[config.mk]
export PLATFORM = sky130hd
export DESIGN_NAME = joy_pad_resp
export DESIGN_NICKNAME = d
export VERILOG_FILES = /design/src/rtl/joy_pad_resp.sv
export SDC_FILE = /design/constraint.sdc
export NUM_CORES = 1
export LEC_CHECK = 0
export ABC_AREA = 1
export BUFFER_PORTS_ARGS = -buffer_cell sky130_fd_sc_hd__buf_2
export CAP_MARGIN = 15
export CORE_MARGIN = 2
export CORE_UTILIZATION = 50
export DETAILED_ROUTE_END_ITERATION = 16
export PLACE_DENSITY = 0.79
export SYNTH_ARGS = -nofsm -noshare
export SYNTH_HDL_FRONTEND = slang
export SYNTH_SLANG_ARGS = --single-unit
[constraint.sdc]
create_clock -name CLK_24M -period 1.75 [get_ports CLK_24M]
set_input_delay 0.175 -clock CLK_24M [delete_from_list [all_inputs] [get_ports CLK_24M]]
set_output_delay 0.175 -clock CLK_24M [all_outputs]
set_load 0.1 [all_outputs]
[src/rtl/joy_pad_resp.sv]
// Console joypad responder: returns plain joystick bits or a row-scanned keypad
// row on P_IN, with the scan row advanced by synchronized OUT1/OUT0 strobe edges.
module joy_pad_resp #(
  parameter int TIMEOUT = 4096,
  parameter int ROWS    = 5
) (
  input  logic              CLK_24M,
  input  logic              RESET,
  input  logic [2:0]        P_OUT,
  input  logic              MODE_SCAN,
  input  logic [9:0]        JOY,
  input  logic [8*ROWS-1:0] KEYS,
  output logic [9:0]        P_IN,
  output logic [2:0]        ROW,
  output logic              SCAN_ACT
);

  localparam int              CW       = $clog2(TIMEOUT + 1);
  localparam logic [2:0]      ROW_LAST = 3'(ROWS - 1);
  localparam logic [CW-1:0]   CNT_MAX  = CW'(TIMEOUT);

  typedef enum logic {IDLE, SCAN} state_t;

  state_t         state, state_nxt;
  logic [2:0]     s1, s2;
  logic [1:0]     s3, armed;
  logic           v1, v2;
  logic           rise1, rise0;
  logic [2:0]     row_nxt;
  logic [CW-1:0]  cnt, cnt_nxt;
  logic [7:0]     key_row;
  logic [9:0]     p_in_nxt;

  // OUT2 is only used as a level, so edge detection is kept for OUT1/OUT0.
  // v1/v2 mark when s2 holds a real sample, so a strobe that is already high
  // at reset release is ignored until it has been seen low once.
  always_ff @(posedge CLK_24M) begin
    if (RESET) begin
      s1    <= '0;
      s2    <= '0;
      s3    <= '0;
      v1    <= 1'b0;
      v2    <= 1'b0;
      armed <= '0;
    end else begin
      s1    <= P_OUT;
      s2    <= s1;
      s3    <= s2[1:0];
      v1    <= 1'b1;
      v2    <= v1;
      armed <= armed | ({2{v2}} & ~s2[1:0]);
    end
  end

  assign rise1 = s2[1] & ~s3[1] & armed[1];
  assign rise0 = s2[0] & ~s3[0] & armed[0];

  always_ff @(posedge CLK_24M) begin
    if (RESET) begin
      state <= IDLE;
      ROW   <= '0;
      cnt   <= '0;
    end else begin
      state <= state_nxt;
      ROW   <= row_nxt;
      cnt   <= cnt_nxt;
    end
  end

  // Leaving SCAN (mode change or timeout) outranks strobes; OUT1 outranks OUT0.
  always_comb begin
    state_nxt = state;
    row_nxt   = ROW;
    cnt_nxt   = cnt;
    case (state)
      IDLE: begin
        row_nxt = '0;
        cnt_nxt = '0;
        if (MODE_SCAN && (rise1 || rise0))
          state_nxt = SCAN;
      end
      SCAN: begin
        if (!MODE_SCAN || cnt == CNT_MAX) begin
          state_nxt = IDLE;
          row_nxt   = '0;
          cnt_nxt   = '0;
        end else if (rise1) begin
          row_nxt = '0;
          cnt_nxt = '0;
        end else if (rise0) begin
          row_nxt = (ROW == ROW_LAST) ? 3'd0 : ROW + 3'd1;
          cnt_nxt = '0;
        end else begin
          cnt_nxt = cnt + CW'(1);
        end
      end
      default: state_nxt = IDLE;
    endcase
  end

  always_comb begin
    SCAN_ACT = (state == SCAN);
    key_row  = '0;
    for (int r = 0; r < ROWS; r++)
      if (ROW == 3'(r))
        key_row = KEYS[8*r +: 8];
    if (s2[2])
      p_in_nxt = 10'h3FF;
    else if (!MODE_SCAN)
      p_in_nxt = ~JOY;
    else if (state == SCAN)
      p_in_nxt = {2'b11, ~key_row};
    else
      p_in_nxt = 10'h3FF;
  end

  always_ff @(posedge CLK_24M) begin
    if (RESET)
      P_IN <= 10'h3FF;
    else
      P_IN <= p_in_nxt;
  end

endmodule

==> impl_metrics.tcl, run 1 <==
set metrics [dict create \
    worst-path-buf-inv 1 \
    endpoint_kind "flop" \
    start_kind "flop" \
    track_usage_pct 21.14 \
    grt_overflow_total 0 \
    path_cells "inv_1 -> ha_1 -> nor2_1 -> nand2_1 -> nand3_1 -> nand2_1 -> nand2_1 -> a21oi_1" \
    via_per_inst 4.650 \
    cts-htree-levels 2 \
    core_sq_um 4264 \
    fin_worst_skew_ns 0.005018 \
    setup_tns_ns 0 \
    grt_pass1_vias 1982 \
    seq_area_frac_synth_pct 35.84 \
    crit_slowest_cell "ha_1" \
    routed_wl_um 4935 \
    hold_violations 0 \
    fin_area_sq_um 2654 \
    power.leakage_nw 1.439 \
    die_w_um 70.01 \
    setup_viol_count_final 0 \
    synth_top_cells_by_area "dfxtp_1 36%, nand2_1 14%, inv_1 13%" \
    syn_inst 350 \
    vias 2204 \
    rows 24 \
    drive_above_1_share_pct 21.80 \
    worstPathArrival_ns 1.79 \
    met2_usage_pct 35.66 \
    cp.required_ns 1.98 \
    worst_slew_pin_slew_ns 0.5005 \
    start_util_pct 51.09 \
    ios 70 \
    drt_iter0_drc 176 \
    hold_path_class "in -> reg" \
    place_area_sq_um 2566 \
    synth_most_common_cell "nand2_1" \
    slew_headroom_pct 66.63 \
    synth_top_flop_cell "dfxtp_1" \
    dieHeight_um 70.01 \
    period_share_pct 89.08 \
    cpPeakStageDelay_ns 0.48 \
    ys_ff_latch 39 \
    rsz0062_at_grt "false" \
    num_antenna_cells 0 \
    tritoncts "built" \
    synth-warning-count 0 \
    critical-path-top-delay-family "adder cells" \
    port_buffers 69 \
    netlist_top_cells_count "83 x nand2_1, 74 x inv_1, 72 x nor2_1" \
    wl_per_cell_um 10.41 \
    async_reset_ff_share_pct 0 \
    syn_to_final_growth_pct 21.83 \
    clk_latency_ns 0.30 \
    cts_sinks 39 \
    hpwl_um 3821 \
    antenna_found_initial 0 \
    ctsResizeCount 0 \
    dr.pass1.iters 4 \
    top_usage_layer "met2" \
    p_total_mw 1.745 \
    period_minus_slack_ns 1.559 \
    cts_setup_buffers 0 \
    p_per_area_nw_per_um2 657.4 \
    ant_nets 0 \
    dieArea_sq_um 4901 \
    gp_congestion 0.8590 \
    clock_path_buffers 2 \
    grt_max_degree 18 \
    route.detailed.drc 0 \
    cts_buffers 5 \
    syn_avg_cell_area_sq_um 6.224 \
    syn_area_sq_um 2178 \
    drv_slew 0 \
    ir_drop_v 0.0004791 \
    holdBufCountCts 0 \
    nNetsFinal 484 \
    cp_common_cell "nand2_1" \
    maxCapViolCount 0 \
    synth_area_leader_cell "dfxtp_1" \
    syn_nets 413 \
    path_max_fanout 16 \
    cts-root-buf "clkbuf_8" \
    clkTransAtPathRegs_ns 0.08 \
    synth_cell_types 24 \
    fill_cells 400 \
    synth-edff-count 0 \
    yosysTopAreaCellShare_pct 35.84 \
    grt.met3_usage_pct 6.205 \
    max_freq_mhz 641.5 \
    critical_path_class "reg -> reg" \
    grt_pass1_wl_um 8314 \
    status "completed" \
    use_met1_pct 24.95 \
]
-- flip-flops by register name, indices dropped and copies added (netlist names) --
register / flops
SCAN_ACT: 1
ROW: 3
v2: 1
cnt: 13
v1: 1
s3: 2
P_IN: 10
armed: 2
s1: 3
s2: 3
-- layout by cell type, fill, tap and decap left out, types with 2 or more instances in the layout --
cell,instances
nand2_1,83
buf_2,69
a21oi_1,11
nor2_1,72
dfxtp_2,2
o21ai_0,3
dfxtp_4,2
inv_1,74
clkbuf_8,5
nor3_1,3
nor2_2,2
nand3b_1,2
nand4_1,3
inv_2,3
nand3_1,26
xor2_1,8
nand2_2,3
dfxtp_1,35
ha_1,7
-- report_power, final --
group	switching (mW)	total [mW]	leakage, nW	internal [mW]
registers	0.00838	0.915	0.321	0.907
clock network	0.332	0.611	0.0445	0.278
logic	0.145	0.219	1.07	0.0741
-- layer usage --
layer / vias up / share of wire [%] / wire length (um)
li1: 1173 / - / -
met1: 934 / 42 / 2074
met2: 84 / 47 / 2303
met3: 13 / 8.7 / 430
met4: 0 / 2.6 / 127
met5: - / 0 / 0
-- final timing paths --
kind                        from                  to  slack (ns)  cells past startpoint
max          ROW[1]$_SDFFE_PP0P_  P_IN[2]$_SDFF_PP1_        0.19                      8
min                       JOY[8]  P_IN[8]$_SDFF_PP1_        0.04                      2
max reg2reg  ROW[1]$_SDFFE_PP0P_  P_IN[2]$_SDFF_PP1_        0.19                      8
min reg2reg     s1[0]$_SDFF_PP0_    s2[0]$_SDFF_PP0_        0.41                      2
-- layout make-up --
cell class | count | area, sq um | area share, %
Clock buffer | 5 | 68.82 | 2.593
Clock inverter | 3 | 18.77 | 0.7072
Inverter | 77 | 289.0 | 10.89
Multi-Input combinational cell | 228 | 1069 | 40.26
Sequential cell | 39 | 790.8 | 29.80
Tap cell | 52 | 65.06 | 2.452
Timing Repair Buffer | 70 | 352.8 | 13.30
-- cell families (layout without fill, tap and decap cells) --
family,after synthesis,in the layout,synth area share [%]
AOI/OAI and AO/OA,14,14,3.216
DFF,39,39,35.84
buffers and inverters,83,155,15.11
adders and majority gates,7,7,4.020
xor gates and xnor gates,9,9,3.619
and+or+nand+nor,198,198,38.20
-- per-stage QoR --
stage	hold slack [ns]	worst slack [ns]	instances	util (%)
4_1_cts	0.03119	0.2180	474	62.24
6_report	0.03654	0.1910	474	62.24
2_1_floorplan	0.2444	0.08238	350	-
5_1_grt	0.03856	0.008850	474	62.24
3_3_place_gp	0.3408	0.2977	466	60.18
3_5_place_dp	0.3504	0.2408	466	60.18
Power figures use the tool's default switching activity.
==> run 2, diff against run 1 <==
Settings changed: CTS_BUF_LIST set to sky130_fd_sc_hd__clkbuf_16.
==> impl_metrics.tcl, run 2 (synthesis results as in run 1) <==
set metrics [dict create \
    cts_setup_buffers 0 \
    path_max_fanout 16 \
    critical_path_class "reg -> reg" \
    num_antenna_cells 0 \
    start_kind "flop" \
    worst_slew_pin_slew_ns 0.4997 \
    tritoncts "built" \
    grt_overflow_total 0 \
    grt_pass1_vias 2012 \
    layout_commonest_cell "nand2_1" \
    slew_headroom_pct 66.69 \
    gp_congestion 0.8590 \
    setup_viol_count_final 0 \
    wl_per_cell_um 10.60 \
    die_w_um 70.01 \
    clock_path_buffers 2 \
    r2r_slack_ns 0.19 \
    r2r_cells 8 \
    regToRegEndpoint "P_IN[2]$_SDFF_PP1_" \
    drv_slew 0 \
    max_flop_register "cnt" \
    worstPathArrival_ns 1.76 \
    hold_violations 0 \
    ant_nets 0 \
    maxCapViolCount 0 \
    drive_above_1_share_pct 21.80 \
    period_minus_slack_ns 1.555 \
    ir_drop_v 0.0007058 \
    finalWorstSetupSlack_ns 0.1950 \
    cp.required_ns 1.96 \
    grt_pass1_wl_um 8507 \
    fin_worst_skew_ns 0.005288 \
    routed_wl_um 5024 \
    endpoint "P_IN[2]$_SDFF_PP1_" \
    dr.pass1.iters 4 \
    route.detailed.drc 0 \
    syn_to_final_growth_pct 24.41 \
    track_usage_pct 21.42 \
    cts-root-buf "clkbuf_16" \
    cts_buffers 5 \
    reg_top3 "cnt x13, P_IN x10" \
    clkTransAtPathRegs_ns 0.06 \
    drt_iter0_drc 177 \
    clk_latency_ns 0.28 \
    ios 70 \
    cts-htree-levels 2 \
    crit_start "ROW[1]$_SDFFE_PP0P_" \
    ctsResizeCount 0 \
    rows 24 \
    dieHeight_um 70.01 \
    hold_path_class "in -> reg" \
    power.leakage_nw 1.464 \
    antenna_found_initial 0 \
    core_sq_um 4264 \
    rsz0062_at_grt "false" \
    holdBufCountCts 0 \
    p_per_area_nw_per_um2 743.2 \
    period_share_pct 88.86 \
    setup_tns_ns 0 \
    dieArea_sq_um 4901 \
    endpoint_kind "flop" \
    dp_slack_ns 0.2408 \
    cts_sinks 39 \
    via_per_inst 4.684 \
    r2r_start "ROW[1]$_SDFFE_PP0P_" \
    grt_max_degree 18 \
    port_buffers 69 \
    nNetsFinal 484 \
    vias 2220 \
    final_cell_mix "83 x nand2_1, 74 x inv_1, 72 x nor2_1, 69 x buf_2, 35 x dfxtp_1" \
    hpwl_um 3821 \
    max_freq_mhz 643.1 \
    start_util_pct 51.09 \
    status "completed" \
    largest_reg_flops 13 \
]
-- run 2: cell count changes in the layout (fill, tap and decap cells not counted) --
cell,before,now
clkbuf_16,0,5
clkbuf_8,5,0
-- run 2: metal layers --
| metal | vias up | global-route usage [%] | part of all wire (%) |
|---|---|---|---|
| met4 | 0 | 7.051 | 2.1 |
| met3 | 11 | 6.205 | 7.8 |
| met2 | 76 | 37.25 | 48 |
| met5 | - | 0 | 0 |
| li1 | 1176 | - | - |
| met1 | 957 | 25.25 | 42 |
-- run 2: report_power, final --
group          total (mW)  internal (mW)  leakage, nW  switching (mW)
clock network       0.878          0.525       0.0701           0.353
logic               0.219         0.0741         1.07           0.145
registers           0.917          0.908        0.321         0.00836
total                2.01           1.51         1.46           0.506
-- run 2: cell type report --
cell class | instances | area (sq um)
well taps | 52 | 65.06
inverters | 77 | 289.0
clock inverters | 3 | 18.77
fillers | 388 | 1554
flip-flops and latches | 39 | 790.8
repair buffers | 70 | 352.8
clock buffers | 5 | 125.1
multi-input cells | 228 | 1069
-- run 2: worst min path at each step --
stage / depth (start not counted) / from / slack, ns / endpoint
floorplan: 1 / JOY[8] / 0.24 / P_IN[8]$_SDFF_PP1_
global placement: 2 / JOY[8] / 0.34 / P_IN[8]$_SDFF_PP1_
detailed placement: 2 / JOY[8] / 0.35 / P_IN[8]$_SDFF_PP1_
CTS: 2 / JOY[8] / 0.06 / P_IN[8]$_SDFF_PP1_
global route: 2 / JOY[9] / 0.07 / P_IN[9]$_SDFF_PP1_
finish: 2 / JOY[8] / 0.06 / P_IN[8]$_SDFF_PP1_
-- run 2: per-stage QoR --
| stage | hold slack (ns) | utilization, % | total power, mW | instance area (sq um) | cells |
|---|---|---|---|---|---|
| 2_1_floorplan | 0.2444 | - | 1.066 | 2188 | 350 |
| 3_3_place_gp | 0.3408 | 60.18 | 1.153 | 2566 | 466 |
| 3_5_place_dp | 0.3504 | 60.18 | 1.155 | 2566 | 466 |
| 4_1_cts | 0.05617 | 63.56 | 2.034 | 2710 | 474 |
| 5_1_grt | 0.06731 | 63.56 | 2.098 | 2710 | 474 |
| 6_report | 0.05653 | 63.56 | 2.014 | 2710 | 474 |
-- run 2: worst max-delay path, stage by stage (launching register included) --
cell	delay (ns)
dfxtp_4	0.35
inv_1	0.10
ha_1	0.48
nor2_1	0.10
nand2_1	0.09
nand3_1	0.11
nand2_1	0.08
nand2_1	0.05
a21oi_1	0.13
==> run 3, diff against run 2 <==
Settings changed: CORE_UTILIZATION 50 to 51, PLACE_DENSITY 0.79 to 0.8.
Clock period 1.75 ns to 1.6 ns, I/O delays scaled along.
==> impl_metrics.tcl, run 3 (synthesis results as in run 1) <==
set metrics [dict create \
    syn_to_final_growth_pct 26.25 \
    setup_viol_count_final 0 \
    hold_violations 0 \
    cts-root-buf "clkbuf_16" \
    drt_iter0_drc 130 \
    period_minus_slack_ns 1.413 \
    min_delay_path_depth 2 \
    setup_tns_ns 0 \
    cts_sinks 39 \
    clk_latency_ns 0.28 \
    final_cell_mix "83 x nand2_1, 74 x inv_1, 72 x nor2_1, 69 x buf_2, 35 x dfxtp_1" \
    grt_overflow_total 0 \
    drive_above_1_share_pct 22.17 \
    rsz0062_at_grt "false" \
    clkPwrFrac_pct 46.2 \
    worst-path-buf-inv 3 \
    clkTransAtPathRegs_ns 0.06 \
    period_share_pct 88.32 \
    cts-htree-levels 2 \
    grt_max_degree 18 \
    p_seq_share_pct 43.5 \
    worst_slew_pin_slew_ns 0.5022 \
    switching_power_mw 0.5573 \
    hold_path_class "in -> reg" \
    drv_slew 0 \
    cp_common_cell "nand2_1" \
    ios 70 \
    vias 2216 \
    ant_nets 0 \
    crit_slowest_cell "dfxtp_4" \
    dr.pass1.iters 4 \
    maxCapViolCount 0 \
    grt_pass1_wl_um 8424 \
    regArea_sq_um 793.3 \
    cpPeakStageDelay_ns 0.36 \
    gp_congestion 0.8610 \
    intPower_mw 1.744 \
    track_usage_pct 21.46 \
    die_w_um 69.36 \
    cp.required_ns 1.77 \
    slew_headroom_pct 66.75 \
    worst-path-stages 10 \
    rows 23 \
    worstPathArrival_ns 1.58 \
    hpwl_um 3843 \
    fill_cells 368 \
    dieArea_sq_um 4810 \
    swShare_pct 24.21 \
    combPwrFrac_pct 10.3 \
    cts_buffers 5 \
    reg_top3 "cnt x13, P_IN x10" \
    multiInputGateArea_sq_um 1074 \
    clock_path_buffers 2 \
    layout_commonest_cell "nand2_1" \
    critical_path_class "reg -> reg" \
    ir_drop_v 0.0008821 \
    status "completed" \
    critical-path-top-delay-family "flip-flops" \
    antenna_found_initial 0 \
    start_kind "flop" \
    r2r_cells 10 \
    dieHeight_um 69.36 \
    cts_setup_buffers 0 \
    fin_worst_skew_ns 0.007024 \
    core_sq_um 4058 \
    power.leakage_nw 1.488 \
    routed_wl_um 4985 \
    max_freq_mhz 707.7 \
    grt_pass1_vias 2011 \
    num_antenna_cells 0 \
    wl_per_cell_um 10.52 \
    port_buffers 69 \
    timing.hold.ws_ns 0.03841 \
    nNetsFinal 486 \
    start_util_pct 53.68 \
    tritoncts "built" \
    final_util_pct 67.78 \
    path_cells "inv_1 -> ha_1 -> inv_1 -> nor2_1 -> buf_4 -> nand2_1 -> nand3_1 -> nand2_1 -> nand2_1 -> a21oi_1" \
    via_per_inst 4.675 \
    endpoint_kind "flop" \
    route.detailed.drc 0 \
    path_max_fanout 8 \
    largest_reg_flops 13 \
    p_per_area_nw_per_um2 836.9 \
    max_flop_register "cnt" \
]
-- run 3: changes by cell type in the layout (fill, tap and decap cells not counted), sizes merged --
cell,delta
clkbuf,+1
clkinv,+1
inv,-1
buf,+2
clkinvlp,-1
-- run 3: layer usage --
layer / GRT usage [%] / part of all wire, %
met2: 38.89 / 49
met3: 6.105 / 7.6
met4: 6.754 / 1.6
met1: 24.12 / 42
met5: 0 / 0
-- run 3: final timing paths --
check	start	to	slack, ns
max	ROW[0]$_SDFFE_PP0P_	P_IN[6]$_SDFF_PP1_	0.19
min	JOY[8]	P_IN[8]$_SDFF_PP1_	0.04
max reg2reg	ROW[0]$_SDFFE_PP0P_	P_IN[6]$_SDFF_PP1_	0.19
min reg2reg	s1[2]$_SDFF_PP0_	s2[2]$_SDFF_PP0_	0.40
-- run 3: layout make-up --
| cell class | instances | share of cell area, % |
|---|---|---|
| inverters | 77 | 10.51 |
| clock buffers | 6 | 5.460 |
| multi-input cells | 228 | 39.04 |
| clock inverters | 2 | 0.5005 |
| flip-flops and latches | 39 | 28.84 |
| repair buffers | 72 | 13.38 |
| well taps | 50 | 2.275 |
-- run 3: timing repair --
action                                 in CTS  in global routing
setup endpoints to repair                   0                  8
gates resized for setup                     0                  1
hold buffers                                0                  0
endpoints found under the hold margin       0                  0
-- run 3: power by group through the flow --
stage	clock, mW	combinational (mW)	sequential [mW]
after floorplan	0	0.0641	1.10
after detailed placement	0	0.238	1.02
after global routing	1.13	0.262	1.00
final	1.06	0.238	1.00
after global placement	0	0.236	1.02
after CTS	1.09	0.239	1.00
-- run 3: through the flow --
| stage | setup WS, ns | cell area (sq um) | std cells | total power [mW] |
|---|---|---|---|---|
| CTS | 0.1578 | 2745 | 474 | 2.328 |
| global placement | 0.2246 | 2581 | 466 | 1.259 |
| floorplan | 0.003837 | 2191 | 350 | 1.165 |
| detailed placement | 0.1768 | 2581 | 466 | 1.261 |
| global route | 0.005396 | 2750 | 474 | 2.396 |
| finish | 0.1869 | 2750 | 474 | 2.302 |
